===== config.mk =====
export PLATFORM = sky130hd
export DESIGN_NAME = axis_master_fifo
export DESIGN_NICKNAME = d
export VERILOG_FILES = /design/src/rtl/axis_uart_pkg.sv /design/src/rtl/axis_sync_fifo.sv /design/src/rtl/axis_master_fifo.sv
export SDC_FILE = /design/constraint.sdc
export NUM_CORES = 1
export LEC_CHECK = 0
export BUFFER_PORTS_ARGS = -buffer_cell sky130_fd_sc_hd__buf_2
export CAP_MARGIN = 0
export CELL_PAD_IN_SITES_DETAIL_PLACEMENT = 1
export CELL_PAD_IN_SITES_GLOBAL_PLACEMENT = 2
export CORE_ASPECT_RATIO = 1.5
export CORE_MARGIN = 5
export CORE_UTILIZATION = 49
export CTS_CLUSTER_DIAMETER = 80
export DETAILED_ROUTE_END_ITERATION = 12
export GPL_ROUTABILITY_DRIVEN = 0
export HOLD_SLACK_MARGIN = 0.02
export PLACE_DENSITY = 0.84
export SLEW_MARGIN = 0
export SYNTH_ARGS = -nofsm -noshare
export SYNTH_HDL_FRONTEND = slang
export SYNTH_SLANG_ARGS = --single-unit

===== constraint.sdc =====
create_clock -name clk -period 5.4 [get_ports clk]
set_input_delay 0.27 -clock clk [delete_from_list [all_inputs] [get_ports clk]]
set_output_delay 0.27 -clock clk [all_outputs]
set_load 0.02 [all_outputs]

===== src/rtl/axis_uart_pkg.sv =====
// ============================================================================
// Module : axis_uart_pkg
// Brief  : Shared defaults, beat type and width helper for the AXIS-to-UART path
// Rev    : 1.0  initial release
// ============================================================================
`default_nettype none
`timescale 1ns/1ps

package axis_uart_pkg;

    localparam int AXIS_WIDTH_DEF = 8;
    localparam int AXIS_DEPTH_DEF = 16;

    typedef struct packed {
        logic                      last;
        logic [AXIS_WIDTH_DEF-1:0] data;
    } axis_beat_t;

    // Width of a pointer or level that must represent 0..n inclusive
    function automatic int clog2p1(input int n);
        return $clog2(n) + 1;
    endfunction

endpackage

`default_nettype wire


===== src/rtl/axis_sync_fifo.sv =====
// ============================================================================
// Module : axis_sync_fifo
// Brief  : Synchronous {last,data} storage with extra-MSB pointers and level
// Rev    : 1.0  initial release
// ============================================================================
`default_nettype none
`timescale 1ns/1ps

module axis_sync_fifo
    import axis_uart_pkg::*;
#(
    parameter int WIDTH = AXIS_WIDTH_DEF,
    parameter int DEPTH = AXIS_DEPTH_DEF
) (
    input  logic                        clk,
    input  logic                        rst,
    input  logic                        clr,
    input  logic                        wr_en,
    input  logic [WIDTH:0]              wr_data,
    input  logic                        rd_en,
    output logic [WIDTH:0]              rd_data,
    output logic                        full,
    output logic                        empty,
    output logic [clog2p1(DEPTH)-1:0]   level
);

    localparam int LW = clog2p1(DEPTH);
    localparam int AW = LW - 1;

    logic [WIDTH:0]  mem [DEPTH];
    logic [LW-1:0]   wr_ptr;
    logic [LW-1:0]   rd_ptr;

    always_ff @(posedge clk or posedge rst) begin
        if (rst) begin
            wr_ptr <= '0;
            rd_ptr <= '0;
        end else if (clr) begin
            wr_ptr <= '0;
            rd_ptr <= '0;
        end else begin
            if (wr_en) wr_ptr <= wr_ptr + LW'(1);
            if (rd_en) rd_ptr <= rd_ptr + LW'(1);
        end
    end

    always_ff @(posedge clk) begin
        if (wr_en) mem[wr_ptr[AW-1:0]] <= wr_data;
    end

    // Extra pointer MSB distinguishes full from empty when the indices match
    assign full    = (wr_ptr[AW] != rd_ptr[AW]) && (wr_ptr[AW-1:0] == rd_ptr[AW-1:0]);
    assign empty   = (wr_ptr == rd_ptr);
    assign level   = wr_ptr - rd_ptr;
    assign rd_data = mem[rd_ptr[AW-1:0]];

endmodule

`default_nettype wire


===== src/rtl/axis_master_fifo.sv =====
// ============================================================================
// Module : axis_master_fifo
// Brief  : Buffered AXI-Stream master with registered output, packet counter
//          and flush. Define AXIS_STORE_FWD_EN for store-and-forward release.
// Rev    : 1.0  initial release
// ============================================================================
`default_nettype none
`timescale 1ns/1ps

module axis_master_fifo
    import axis_uart_pkg::*;
#(
    parameter int WIDTH = AXIS_WIDTH_DEF,
    parameter int DEPTH = AXIS_DEPTH_DEF,
    parameter int CNT_W = 16
) (
    input  logic                        clk,
    input  logic                        rst,
    input  logic                        flush,
    input  logic [WIDTH-1:0]            load_data,
    input  logic                        load_last,
    input  logic                        load_valid,
    output logic                        load_ready,
    output logic [WIDTH-1:0]            m_axis_data,
    output logic                        m_axis_last,
    output logic                        m_axis_valid,
    input  logic                        m_axis_ready,
    output logic [clog2p1(DEPTH)-1:0]   level,
    output logic [CNT_W-1:0]            pkt_count
);

    localparam int LW = clog2p1(DEPTH);

    logic [WIDTH:0] rd_beat;
    logic           full;
    logic           empty;
    logic           wr_en;
    logic           pop;
    logic           pop_gate;
    logic           handshake;

    assign load_ready = !rst && !full;
    assign wr_en      = load_valid && load_ready && !flush;
    assign handshake  = m_axis_valid && m_axis_ready;

    axis_sync_fifo #(
        .WIDTH (WIDTH),
        .DEPTH (DEPTH)
    ) u_store (
        .clk     (clk),
        .rst     (rst),
        .clr     (flush),
        .wr_en   (wr_en),
        .wr_data ({load_last, load_data}),
        .rd_en   (pop),
        .rd_data (rd_beat),
        .full    (full),
        .empty   (empty),
        .level   (level)
    );

`ifdef AXIS_STORE_FWD_EN
    logic [LW-1:0] pkts_stored;
    logic          pkt_in;
    logic          pkt_out;

    assign pkt_in  = wr_en && load_last;
    assign pkt_out = pop && rd_beat[WIDTH];

    always_ff @(posedge clk or posedge rst) begin
        if (rst) begin
            pkts_stored <= '0;
        end else if (flush) begin
            pkts_stored <= '0;
        end else if (pkt_in && !pkt_out) begin
            pkts_stored <= pkts_stored + LW'(1);
        end else if (pkt_out && !pkt_in) begin
            pkts_stored <= pkts_stored - LW'(1);
        end
    end

    // Full storage releases anyway so packets longer than DEPTH cannot deadlock
    assign pop_gate = (pkts_stored != '0) || full;
`else
    assign pop_gate = 1'b1;
`endif

    assign pop = !flush && !empty && pop_gate && (!m_axis_valid || m_axis_ready);

    always_ff @(posedge clk or posedge rst) begin
        if (rst) begin
            m_axis_valid <= 1'b0;
            m_axis_last  <= 1'b0;
            m_axis_data  <= '0;
        end else if (flush) begin
            m_axis_valid <= 1'b0;
            m_axis_last  <= 1'b0;
        end else if (pop) begin
            m_axis_valid <= 1'b1;
            m_axis_last  <= rd_beat[WIDTH];
            m_axis_data  <= rd_beat[WIDTH-1:0];
        end else if (handshake) begin
            m_axis_valid <= 1'b0;
        end
    end

    always_ff @(posedge clk or posedge rst) begin
        if (rst) begin
            pkt_count <= '0;
        end else if (!flush && handshake && m_axis_last) begin
            pkt_count <= pkt_count + CNT_W'(1);
        end
    end

endmodule

`default_nettype wire


==> summary.txt <==
Critical path
  • Crit path max fanout: 29
  • Worst Setup End Kind: flip-flop
  • Cells on worst reg2reg path: 7
  • Crit Path Category: flip-flop to flip-flop
  • Reg2Reg Setup Slack: 2.02 ns
  • Slowest stage delay, CP: 0.67 ns
  • Data arrival time of the worst path: 3.43 ns
  • R2r endpoint: u_store.mem[7][8]
  • CP top delay family: simple AND/OR/NAND/NOR gates
  • CP Launch Type: flip-flop
  • Buf+Inv Stages, Crit Path: 2
  • Critical Path Slowest Stage Cell: nor2_1
  • Required time of the critical path: 5.45 ns
  • Worst-path cell chain: buf_4 -> inv_1 -> ha_1 -> and4_1 -> a211oi_2 -> nand2_1 -> nor2_1
  • Crit path launch: u_store.rd_ptr[2]
  • Worst r2r src: u_store.rd_ptr[2]

Timing
  • Minimum clock period: 3.38 ns
  • Worst-margin pin slew: 0.801 ns
  • Skew final: 0.0106 ns
  • Tcrit/Tclk final: 62.6%
  • F_max: 0.296 GHz
  • Hold Vio Cnt, Final: 0
  • Setup TNS: 0 ns
  • Setup violators final: 0
  • RSZ-0062 raised after global routing: false
  • Number of max-slew violations in the final report: 0
  • Slew margin rel.: 46.4%

Route
  • Antenna viol nets, final: 0
  • Vias: 4,024
  • Via/cell ratio: 5.76
  • DRT Wirelength: 16.8 mm
  • DR pass1 iterations: 4
  • # DRC: 0
  • Iter 0 DRT Violations: 304
  • Wire per inst: 24.1 µm

Synth
  • Register area share after synthesis: 70.4%
  • Synthesized area per cell: 17.1 µm²
  • Post-synth EDFFs: 144
  • Async SR Flop Fraction: 20.0%
  • Post-Syn Area: 7420 µm²
  • Post-Syn Instances: 434
  • Most used flip-flop cell after synthesis: edfxtp_1
  • Syn nets: 459
  • Synth warn: 0
  • Post-synth cell types: 42
  • #FFs+latches synth: 180

Place
  • Placed Cells: 667
  • Port Buffers: 45
  • Final HPWL DP: 11.9 mm

GRT
  • GRT Total Usage: 20.0%
  • GR Overflow Total: 0
  • First-pass GRT wire length: 26.5 mm
  • Vias in the first global route: 4,432
  • Largest net degree at the start of global routing: 39
  • Antenna violations before repair: 0

Finish
  • Fill count: 1,422
  • Non-Filler Instances: 699
  • Final net count: 513
  • Most common cell after layout, fill and taps aside: edfxtp_1
  • Antenna Diode Count: 0
  • Most frequent cells in the layout: 144 x edfxtp_1, 45 x nand2_1, 45 x buf_2
  • Reg area: 5230 µm²
  • Multi-input logic area: 2040 µm²
  • Share of cells above drive strength 1: 25.8%
  • Synth-to-layout area growth: 13.1%

CTS
  • CTS root buffer: clkbuf_16
  • H-tree depth: 4
  • CTS sink cnt: 180
  • Post-CTS Setup Repair Bufs: 0
  • Max Root-Sink Buffers: 2
  • PostCTS Resize Cnt: 0
  • CTS tree: done
  • CTS Hold Buffers Added: 1
  • Reg clk slew, reported paths: 0.06 ns
  • Inserted Clock Buffers: 17
  • Insertion delay to the later sink of the worst-skew pair: 0.43 ns

Die
  • Die height: 161 µm
  • Core area: 15,000 µm²
  • Starting Density: 49.5%
  • Io pins: 46
  • DIE WIDTH: 110 µm
  • Site Rows: 55
  • Die Area: 17,800 µm²

Pwr
  • VDD IR max: 0.222 mV
  • Lkg Pwr: 2.95 nW
  • P per Cell Area: 398 nW/µm²

Outcome
  • Status: complete, no violations

Min path
  • Tightest Hold Check Type: input pin to flip-flop
  • Hold_sp: m_axis_ready
  • Hold Path End: m_axis_valid
  • Worst hold path depth: 3

Flow run
  • Max_cap viols: 0
cells by family (layout without fill, tap and decap cells):
kind of cell / after synthesis / after routing / synth area share [%]
and+or+nand+nor: 104 / 104 / 6.57
AOI/OAI and AO/OA: 39 / 39 / 4.50
DFF: 180 / 180 / 70.4
muxes: 39 / 39 / 11.1
buffers and inverters: 33 / 99 / 2.12
adders and majority gates: 11 / 11 / 1.96
xor gates and xnor gates: 28 / 28 / 3.40
cells in the mapped netlist (3+ instances only):
cell,n,share of area [%]
edfxtp_1,144,58
nand2_1,45,2.3
dfrtp_1,36,12
mux4_2,34,10
nor2_1,26,1.3
xnor2_1,18,2.1
inv_1,14,0.71
ha_1,10,1.7
o22ai_1,10,0.84
xor2_1,9,1.1
nand2b_1,8,0.67
o221a_1,8,1.2
clkbuf_1,7,0.35
nor3_1,7,0.47
buf_2,6,0.40
a21oi_1,5,0.34
buf_4,5,0.51
nand3_1,5,0.34
a211oi_1,4,0.40
mux2_2,4,0.61
a21o_1,3,0.30
layout make-up:
class	instances	share of cell area, %
timing repair buffer	54	3.52
inverter	14	0.626
multi-input combinational	221	24.3
clock buffer	17	5.07
tap	199	2.97
sequential	180	62.3
clock inverter	14	1.24
report_power, final:
group / switching (W) / internal [W] / total [W]
Sequential: 0.0000471 / 0.00155 / 0.00160
Clock: 0.000533 / 0.000591 / 0.00112
Combinational: 0.000356 / 0.000264 / 0.000621
flip-flops by register name (all words and copies together) (netlist names):
register,flops
u_store.mem,144
pkt_count,16
m_axis_data,8
u_store.rd_ptr,5
u_store.wr_ptr,5
m_axis_last,1
m_axis_valid,1
metal layers:
metal	vias to the layer above	track usage (%)	wire [µm]
met5	-	0	0
met4	0	9.58	709
met3	37	4.45	745
met2	128	35.6	9140
met1	2093	22.8	6230
li1	1766	-	-
worst max-delay path by stage:
| stage | to | slack, ns | cells after the start |
|---|---|---|---|
| after floorplan | u_store.mem[0][0] | 2.32 | 9 |
| after global placement | u_store.mem[4][2] | 2.17 | 7 |
| after detailed placement | u_store.mem[5][2] | 2.01 | 7 |
| after CTS | u_store.mem[7][7] | 1.96 | 7 |
| after global routing | u_store.mem[5][3] | 1.73 | 7 |
| final | u_store.mem[7][8] | 2.02 | 7 |
tightest hold or removal path: cells and delay by family:
kind	cells	cell delay [ns]
and+or+nand+nor	1	0.10
AOI/OAI and AO/OA	1	0.07
buffers and inverters	1	0.09
metrics by stage:
step / instance area [µm²] / setup WS (ns) / hold slack [ns] / util, % / total power (W)
after global placement: 7850 / 2.17 / 0.415 / 52.4 / 0.00224
after detailed placement: 7850 / 2.01 / 0.429 / 52.4 / 0.00226
after global routing: 8390 / 1.73 / 0.166 / 55.9 / 0.00350
final: 8390 / 2.02 / 0.158 / 55.9 / 0.00334
after floorplan: 7420 / 2.32 / 0.333 / - / 0.00208
after CTS: 8390 / 1.96 / 0.150 / 55.9 / 0.00338
No activity file was read; power rests on OpenSTA's default activity.
